`src/rtl/llc_input_arbiter.sv`:
```
// llc_input_arbiter: N-channel priority decoder at the front of the LLC pipeline.
// Picks one resume source or one input channel per decode cycle, honouring
// recall gating, per-channel blocking and a stalled-request replay queue.
// Optional feature macro: LLC_ARB_AGING_EN (starvation promotion by age).
module llc_input_arbiter #(
  parameter int NUM_CH       = 4,
  parameter int NUM_RES      = 2,
  parameter int RSP_CH       = 1,
  parameter int REPLAY_DEPTH = 4,
  parameter int STARVE_LIMIT = 8
) (
  input  logic                              clk,
  input  logic                              rst,
  input  logic                              decode_en,
  input  logic [NUM_CH-1:0]                 ch_valid,
  input  logic [NUM_CH-1:0]                 ch_block,
  input  logic [NUM_RES-1:0]                res_valid,
  input  logic                              recall_pending,
  input  logic                              recall_valid,
  input  logic                              replay_push,
  input  logic [$clog2(NUM_CH)-1:0]         replay_push_ch,
  output logic [NUM_CH-1:0]                 do_get,
  output logic                              replay_pop,
  output logic [NUM_CH-1:0]                 grant,
  output logic                              grant_replay,
  output logic [NUM_RES-1:0]                res_grant,
  output logic                              look,
  output logic [$clog2(REPLAY_DEPTH+1)-1:0] replay_count,
  output logic                              replay_full,
  output logic                              err_overflow
);

  localparam int CH_W  = $clog2(NUM_CH);
  localparam int CNT_W = $clog2(REPLAY_DEPTH + 1);
  localparam int PTR_W = (REPLAY_DEPTH > 1) ? $clog2(REPLAY_DEPTH) : 1;

  // Elaboration-time parameter sanity checks
  if (NUM_CH < 2) begin : g_bad_num_ch
    $error("llc_input_arbiter: NUM_CH must be at least 2");
  end
  if (RSP_CH >= NUM_CH) begin : g_bad_rsp_ch
    $error("llc_input_arbiter: RSP_CH must be below NUM_CH");
  end
  if (REPLAY_DEPTH < 1) begin : g_bad_depth
    $error("llc_input_arbiter: REPLAY_DEPTH must be at least 1");
  end
  if (STARVE_LIMIT < 1) begin : g_bad_starve
    $error("llc_input_arbiter: STARVE_LIMIT must be at least 1");
  end

  logic [CH_W-1:0]   rq_mem [REPLAY_DEPTH];
  logic [PTR_W-1:0]  rd_ptr, wr_ptr;
  logic [CNT_W-1:0]  count_q;
  logic              head_valid;
  logic [CH_W-1:0]   head_ch;
  logic              push_ok;

  logic [NUM_CH-1:0]  elig;
  logic [NUM_CH-1:0]  grant_nxt;
  logic [NUM_RES-1:0] res_nxt;
  logic [CH_W-1:0]    win_idx;
  logic               found;

  function automatic logic [PTR_W-1:0] ptr_inc(input logic [PTR_W-1:0] p);
    return (p == PTR_W'(REPLAY_DEPTH - 1)) ? '0 : p + 1'b1;
  endfunction

  assign replay_count = count_q;
  assign replay_full  = (count_q == CNT_W'(REPLAY_DEPTH));
  assign head_valid   = (count_q != '0);
  assign head_ch      = rq_mem[rd_ptr];
  assign push_ok      = replay_push && !replay_full;

`ifdef LLC_ARB_AGING_EN
  localparam int AGE_W = $clog2(STARVE_LIMIT + 1);

  logic [AGE_W-1:0]  age_q [1:NUM_CH-1];
  logic [NUM_CH-1:0] aged;

  // Flag channels whose wait has reached the starvation limit
  always_comb begin
    aged = '0;
    for (int unsigned i = 1; i < NUM_CH; i++) begin
      aged[i] = (age_q[i] == AGE_W'(STARVE_LIMIT));
    end
  end

  // Age counters: count eligible-but-losing decode cycles, clear otherwise
  always_ff @(posedge clk) begin
    if (rst) begin
      for (int unsigned i = 1; i < NUM_CH; i++) age_q[i] <= '0;
    end else if (decode_en) begin
      for (int unsigned i = 1; i < NUM_CH; i++) begin
        if (elig[i] && !grant_nxt[i]) begin
          if (age_q[i] != AGE_W'(STARVE_LIMIT)) age_q[i] <= age_q[i] + 1'b1;
        end else begin
          age_q[i] <= '0;
        end
      end
    end
  end
`endif

  // Channel eligibility: unblocked and either fresh input or the replay head
  always_comb begin
    elig = '0;
    for (int unsigned i = 0; i < NUM_CH; i++) begin
      elig[i] = !ch_block[i] &&
                (ch_valid[i] || (head_valid && head_ch == CH_W'(i)));
    end
  end

  // Priority selection; the replay head beats fresh input for the same channel
  always_comb begin
    do_get     = '0;
    replay_pop = 1'b0;
    grant_nxt  = '0;
    res_nxt    = '0;
    win_idx    = '0;
    found      = 1'b0;
    if (decode_en) begin
      if (recall_pending) begin
        if (!recall_valid && ch_valid[RSP_CH] && !ch_block[RSP_CH]) begin
          grant_nxt[RSP_CH] = 1'b1;
          do_get[RSP_CH]    = 1'b1;
        end
      end else if (|res_valid) begin
        for (int unsigned i = 0; i < NUM_RES; i++) begin
          if (res_valid[i] && !found) begin
            res_nxt[i] = 1'b1;
            found      = 1'b1;
          end
        end
      end else begin
`ifdef LLC_ARB_AGING_EN
        for (int unsigned i = 1; i < NUM_CH; i++) begin
          if (elig[i] && aged[i] && !found) begin
            win_idx = CH_W'(i);
            found   = 1'b1;
          end
        end
`endif
        for (int unsigned i = 0; i < NUM_CH; i++) begin
          if (elig[i] && !found) begin
            win_idx = CH_W'(i);
            found   = 1'b1;
          end
        end
        if (found) begin
          grant_nxt[win_idx] = 1'b1;
          if (head_valid && head_ch == win_idx) replay_pop = 1'b1;
          else                                  do_get[win_idx] = 1'b1;
        end
      end
    end
  end

  // Registered grant outputs, updated only on decode cycles
  always_ff @(posedge clk) begin
    if (rst) begin
      grant        <= '0;
      res_grant    <= '0;
      grant_replay <= 1'b0;
      look         <= 1'b0;
    end else if (decode_en) begin
      grant        <= grant_nxt;
      res_grant    <= res_nxt;
      grant_replay <= replay_pop;
      look         <= (|grant_nxt) | (|res_nxt);
    end
  end

  // Replay queue storage; dropped pushes never touch the array
  always_ff @(posedge clk) begin
    if (push_ok) rq_mem[wr_ptr] <= replay_push_ch;
  end

  // Replay queue pointers, occupancy and sticky overflow flag
  always_ff @(posedge clk) begin
    if (rst) begin
      rd_ptr       <= '0;
      wr_ptr       <= '0;
      count_q      <= '0;
      err_overflow <= 1'b0;
    end else begin
      if (push_ok)    wr_ptr <= ptr_inc(wr_ptr);
      if (replay_pop) rd_ptr <= ptr_inc(rd_ptr);
      case ({push_ok, replay_pop})
        2'b10:   count_q <= count_q + 1'b1;
        2'b01:   count_q <= count_q - 1'b1;
        default: count_q <= count_q;
      endcase
      if (replay_push && replay_full) err_overflow <= 1'b1;
    end
  end

endmodule

```
`config.mk`:
```
export PLATFORM = sky130hd
export DESIGN_NAME = llc_input_arbiter
export DESIGN_NICKNAME = d
export VERILOG_FILES = /design/src/rtl/llc_input_arbiter.sv
export SDC_FILE = /design/constraint.sdc
export NUM_CORES = 1
export LEC_CHECK = 0
export ABC_AREA = 1
export BUFFER_PORTS_ARGS = -buffer_cell sky130_fd_sc_hd__buf_2
export CORE_MARGIN = 10
export CORE_UTILIZATION = 50
export CTS_BUF_LIST = sky130_fd_sc_hd__clkbuf_2
export CTS_CLUSTER_SIZE = 8
export DETAILED_ROUTE_END_ITERATION = 6
export PLACE_DENSITY_LB_ADDON = 0.25
export REMOVE_ABC_BUFFERS = 1
export SYNTH_ARGS = -nofsm -noshare
export SYNTH_HDL_FRONTEND = slang
export SYNTH_SLANG_ARGS = --single-unit
```
`constraint.sdc`:
```
create_clock -name clk -period 2.8 [get_ports clk]
set_input_delay 0.7 -clock clk [delete_from_list [all_inputs] [get_ports clk]]
set_output_delay 0.7 -clock clk [all_outputs]
set_load 0.02 [all_outputs]
```
==> After elaboration in Yosys (flattened, before gate mapping) <==
Memories as Yosys holds them, arrays and structs flattened. A register that Yosys moved wholly into a read port is not among the register bits.
Index checks and enable logic that the tools add are counted.
{ "op_classes": {"add_sub_neg": 4, "n_mux": 58, "bitwise_logic": 1, "n_reduce_logical": 38, "n_lt_le_gt_ge": 2, "shifts": 0, "multipliers": 0, "eq_ne": 9, "div": 0} }
{ "op_table": {"columns": ["op", "n"], "rows": [
  ["1-bit two-way mux", 35],
  ["2-bit two-way mux", 14],
  ["4-bit two-way mux", 7],
  ["1-bit logical AND", 18],
  ["2-bit == test (second input constant)", 5],
  ["1-bit logical NOT", 10],
  ["3-bit one-hot mux with 2 select lines", 1],
  ["2-bit by 1-bit adder with 2-bit output (second input constant)", 2],
  ["2-bit by 1-bit == test with 1-bit output (second input constant)", 2],
  ["1-bit logical OR", 4],
  ["2-bit OR reduction", 2],
  ["4-bit OR reduction", 1],
  ["3-bit by 1-bit adder with 3-bit output (second input constant)", 1],
  ["3-bit == test (second input constant)", 1],
  ["2-bit by 3-bit less-than comparator with 1-bit output (second input constant)", 1],
  ["3-bit nonzero test", 1],
  ["3-bit by 1-bit subtractor with 3-bit output (second input constant)", 1],
  ["1-bit demux with 2-bit select", 1],
  ["2-bit == test", 1],
  ["2-bit by 1-bit >= comparator with 1-bit output (second input constant)", 1],
  ["2-bit logical NOT", 1],
  ["2-bit nonzero test", 1],
  ["1-bit bitwise OR", 1]
]} }
{ "word_totals": {"romBits": 0, "mem_bits_rw": 8, "register_bits": 16, "mem_count": 1, "elab_cells": 121, "latchBits": 0} }
{ "memory_table": {"columns": ["memory", "depth", "word_bits", "rd", "rd_ports_with_merged_regs", "write_ports", "line", "rtl"], "rows": [
  ["rq_mem", 4, 2, 1, 1, 1, "51", "logic [CH_W-1:0] rq_mem [REPLAY_DEPTH];"]
]} }

==> Depth between registers and ports, before layout <==
{ "depth": {"depth_word": 36, "mapped_depth": 20, "depth_no_buf": 20} }

==> Worst setup path after synthesis <==
OpenSTA, ideal clock, no wires.
{ "synth_timing": {"path_kind": "flip-flop to flip-flop", "start": "register count_q[0], in the netlist replay_count[0]", "end": "register count_q[2], in the netlist replay_count[2]", "stages_incl_launch_ff": 16, "path_buffers": 0, "period_less_slack_ns": 2.709, "setup_ns": 0.122, "arrival_ns": 2.587, "t_required_ns": 2.678, "path_slack_ns": 0.091, "cell_sequence": "dfxtp_1 clkinv_1 nand3_2 nand3_2 a21oi_4 nand4_1 a21oi_1 nor2_2 nand3_2 inv_1 ha_1 fa_1 a21oi_1 o21ai_0 o21ai_0 a21oi_1"} }
{ "synth_via": {"elab_chain_len": 35, "elab_cells_between_ends": 57} }
{ "synth_lines": {"columns": ["item", "line", "rtl"], "rows": [
  ["start, declared", "53", "logic [CNT_W-1:0] count_q;"],
  ["start signal, assigned", "189", "2'b10: count_q <= count_q + 1'b1;"],
  ["start signal, assigned", "190", "2'b01: count_q <= count_q - 1'b1;"],
  ["start signal, assigned", "191", "default: count_q <= count_q;"],
  ["3-bit nonzero test (*)", "70", "assign head_valid = (count_q != '0);"],
  ["1-bit logical AND", "109", "(ch_valid[i] || (head_valid && head_ch == CH_W'(i)));"],
  ["1-bit logical OR", "109", null],
  ["1-bit logical AND", "108", "elig[i] = !ch_block[i] &&"],
  ["1-bit two-way mux", "144", "if (elig[i] && !found) begin"],
  ["1-bit two-way mux", "127", "end else if (|res_valid) begin"],
  ["1-bit two-way mux", "122", "if (recall_pending) begin"],
  ["1-bit two-way mux", "121", "if (decode_en) begin"],
  ["[... 20 more ...]", null, null],
  ["1-bit two-way mux", "151", "if (head_valid && head_ch == win_idx) replay_pop = 1'b1;"],
  ["1-bit two-way mux (*)", "149", "if (found) begin"],
  ["1-bit two-way mux (*)", "127", null],
  ["1-bit two-way mux (*)", "122", null],
  ["1-bit two-way mux (*)", "121", null],
  ["via replay_pop", "23", "output logic replay_pop,"],
  ["2-bit by 1-bit == test with 1-bit output / 2-bit == test (equally long branches)", "188", "case ({push_ok, replay_pop})"],
  ["3-bit one-hot mux with 2 select lines / 2-bit nonzero test (equally long branches)", null, null]
]} }
Mark *: on every way through the listed nets, which the timed path passes. The rest lies on a longest branch. The select of a mux whose other input is x is not followed.
A chain may end at the register's enable or synchronous reset.

==> results.json <==
{
  "dieWidth_um": 74.0,
  "end_kind": "primary output",
  "antenna_found_initial": 0,
  "clk_latency_ns": 0.34,
  "post-route-period-util_pct": 103,
  "syn_area_um2": 1460,
  "synthCells": 187,
  "cts_buffer_depth": 2,
  "grt_pass1_wl_mm": 4.89,
  "initialDrtViolationCount": 45,
  "clock_power_share_pct": 17.9,
  "ir_worst_vdd_uv": 383,
  "powerDensity_nw_per_um2": 388,
  "synth_compound_area_share_pct": 12.1,
  "critPathMaxStageDelay_ns": 0.43,
  "violations": "setup timing",
  "synth_edf_count": 8,
  "crit_buf_inv": 2,
  "multiInputGateArea_um2": 831,
  "n_antenna_cell": 0,
  "grt_max_degree": 15,
  "grt_pass1_vias": 1136,
  "ctsHoldBuffers": 0,
  "cp-start-kind": "flop",
  "path_class": "flop to primary output",
  "synthAdderAreaFrac_pct": 6.52,
  "synth_flop_cell": "dfxtp_1",
  "regArea_um2": 613,
  "setup_viol": 6,
  "cp_slowest_cell": "dfxtp_4",
  "chipHeight_um": 74.0,
  "grt.total_usage_pct": 10.8,
  "yosysWarningCount": 0,
  "ys_ff_latch": 26,
  "yosys.area.top_type": "dfxtp_1",
  "p_sw_uw": 234,
  "wl_mm": 3.26,
  "final_nets": 264,
  "cts_tree": "done",
  "place_inst": 256,
  "synth_top_family_by_area": "simple AND/OR/NAND/NOR gates",
  "drc_errors": 0,
  "start_util_pct": 52.4,
  "p_total_uw": 754,
  "synth_cell_types": 30,
  "clk_pin_slew_ns": 0.23,
  "synth_top_cell_area_share_pct": 24.7,
  "wl_per_cell_um": 12.1,
  "reg2reg_slack_ns": -0.02,
  "die-area_um2": 5480,
  "sw_frac_of_total_pct": 31.0,
  "path_cells": "inv_6 -> nand2_4 -> nand2_2 -> nand2_2 -> nand2_4 -> nand3_4 -> a21oi_4 -> nand4_1 -> a21oi_2 -> nor2_4 -> and2_4 -> nor2_1 -> buf_4",
  "synth_mux_area_share_pct": 0,
  "drive_above_1_share_pct": 47.1,
  "intPower_uw": 521,
  "min_path_cells": 2,
  "tightestPinTransition_ns": 0.338,
  "placed_cell_area_um2": 1700,
  "dp_hpwl_mm": 2.46,
  "num_rows": 19,
  "synth.area.top_cells": "dfxtp_1 (25%), edfxtp_1 (16%), nand2_1 (9.0%), inv_1 (5.7%), a21oi_1 (5.5%)",
  "clkSinkCount": 26,
  "grt.overflow.total": 0,
  "cts.htree.levels": 1,
  "yosys.area_share.simple_pct": 29.0,
  "synth_most_common_cell": "nand2_1",
  "io_pins": 36,
  "r2r_end": "replay_count[2]$_SDFFE_PP0P_",
  "comb_power_share_pct": 27.2,
  "hold_path.class": "flop to flop",
  "p_leak_uw": 0.000910,
  "holdCritStartpoint": "err_overflow$_SDFFE_PP0P_",
  "final_core_util_pct": 70.0,
  "cts-root-buf": "clkbuf_2",
  "port_buffers": 35,
  "gp_congestion": 0.848,
  "cap_violations": 0,
  "whs_ns": 0.465,
  "fin_crit_ns": 2.89,
  "ant_nets": 0,
  "worstPathRequired_ns": 2.10,
  "hold_end": "err_overflow$_SDFFE_PP0P_",
  "power_frac_seq_pct": 54.9,
  "core-area_um2": 2780,
  "status": "finished with violations",
  "ys_seq_area_share_pct": 41.2,
  "cp_top_family": "simple AND/OR/NAND/NOR gates",
  "design_area_um2": 1950,
  "syn-mean-instance-area_um2": 7.79,
  "area_growth_pct": 33.5,
  "cp_max_fo": 6,
  "fin_cells": 269,
  "slew_viol_final": 0,
  "via_count": 1291,
  "grt_setup_unrepaired": "true",
  "setup_ws_ns": -0.0899,
  "crit_arrival_ns": 2.19,
  "finalClockSkew_ns": 0.0102,
  "dr.pass1.iters": 4,
  "fill_cells": 230,
  "vias_per_cell": 4.80,
  "r2r_cells": 20,
  "cts_made_buffers": 3,
  "synth_xor_area_share_pct": 1.12,
  "final_hold_viol_count": 0,
  "slew_headroom_pct": 77.3,
  "async_reset_ff_share_pct": 0,
  "max_freq_ghz": 0.346,
  "yosys-top-cells-count": "nand2_1 (35), inv_1 (22), dfxtp_1 (18), a21oi_1 (16), nor2_1 (16)"
}
-- layout make-up --
cell class | instances | share of cell area [%]
Multi-Input combinational cell | 122 | 42.7
Sequential cell | 26 | 31.5
Timing Repair Buffer | 48 | 15.2
Inverter | 38 | 7.59
Tap cell | 31 | 1.99
Clock buffer | 3 | 0.772
Clock inverter | 1 | 0.193
-- state kept, by name (all words and copies together) (netlist names), named ones only --
register / flops
rq_mem: 8
replay_count: 3
wr_ptr: 2
grant: 4
rd_ptr: 2
grant_replay: 1
look: 1
err_overflow: 1
res_grant: 2
-- cell usage in the layout, fill, tap and decap left out, types with 2 or more instances in the layout --
cell / n
a21oi_1: 15
buf_2: 30
buf_4: 15
buf_6: 3
clkbuf_2: 3
clkinv_1: 6
dfxtp_1: 14
dfxtp_4: 3
edfxtp_1: 8
ha_1: 5
inv_1: 20
inv_2: 12
nand2_1: 21
nand2_2: 19
nand2_4: 5
nand3_1: 5
nand3_2: 7
nand3_4: 2
nand4_1: 4
nor2_1: 14
nor2_2: 2
o21ai_0: 2
o21ai_1: 5
-- worst reg2reg max path: stages, from the launching register on --
cell	delay, ns
dfxtp_4	0.43
inv_6	0.09
nand2_4	0.05
nand2_2	0.06
nand2_2	0.06
nand2_4	0.09
nand3_4	0.07
a21oi_4	0.14
nand4_1	0.15
a21oi_2	0.22
nor2_4	0.06
buf_4	0.13
nand3_2	0.06
inv_2	0.05
buf_4	0.13
ha_4	0.16
fa_2	0.34
a21oi_1	0.17
o21ai_1	0.11
o21ai_1	0.13
a21oi_1	0.05
-- metrics by stage --
stage	worst slack, ns	TNS (ns)
2_1_floorplan	0.0910	0
3_3_place_gp	0.0456	0
3_5_place_dp	0.00595	0
4_1_cts	-0.134	-0.444
5_1_grt	-0.262	-1.40
6_report	-0.0899	-0.338
-- what timing repair did --
action	4_1_cts	5_1_grt
pin swaps	9	18
gates resized for setup	17	37
setup endpoints to repair	5	7
setup buffers	6	3
-- worst max-delay path by stage --
stage / endpoint / slack [ns] / cells after the start
floorplan: replay_count[2]$_SDFFE_PP0P_ / 0.09 / 15
global placement: do_get[1] / 0.05 / 12
detailed placement: replay_count[2]$_SDFFE_PP0P_ / 0.006 / 17
CTS: do_get[1] / -0.13 / 16
global route: do_get[1] / -0.26 / 16
finish: do_get[3] / -0.09 / 13
-- layer usage --
metal	vias up	wire length [um]	GRT usage, %
met2	28	1580	16.6
met5	-	0	0
met4	0	36	3.73
met1	563	1390	13.9
li1	695	-	-
met3	5	252	3.72
-- power by group through the flow --
stage | registers, uW | clock network [uW] | logic [uW]
4_1_cts | 415 | 138 | 177
3_3_place_gp | 423 | 0 | 155
2_1_floorplan | 431 | 0 | 100
5_1_grt | 416 | 152 | 227
3_5_place_dp | 423 | 0 | 156
6_report | 414 | 135 | 205
-- kinds of logic after synthesis --
group           count (synthesis)
compound gates                 30
xor+xnor                        1
simple gates                   84
fa+ha+maj                       7
flops                          26
buf+inv                        39
Power figures use the tool's default switching activity.
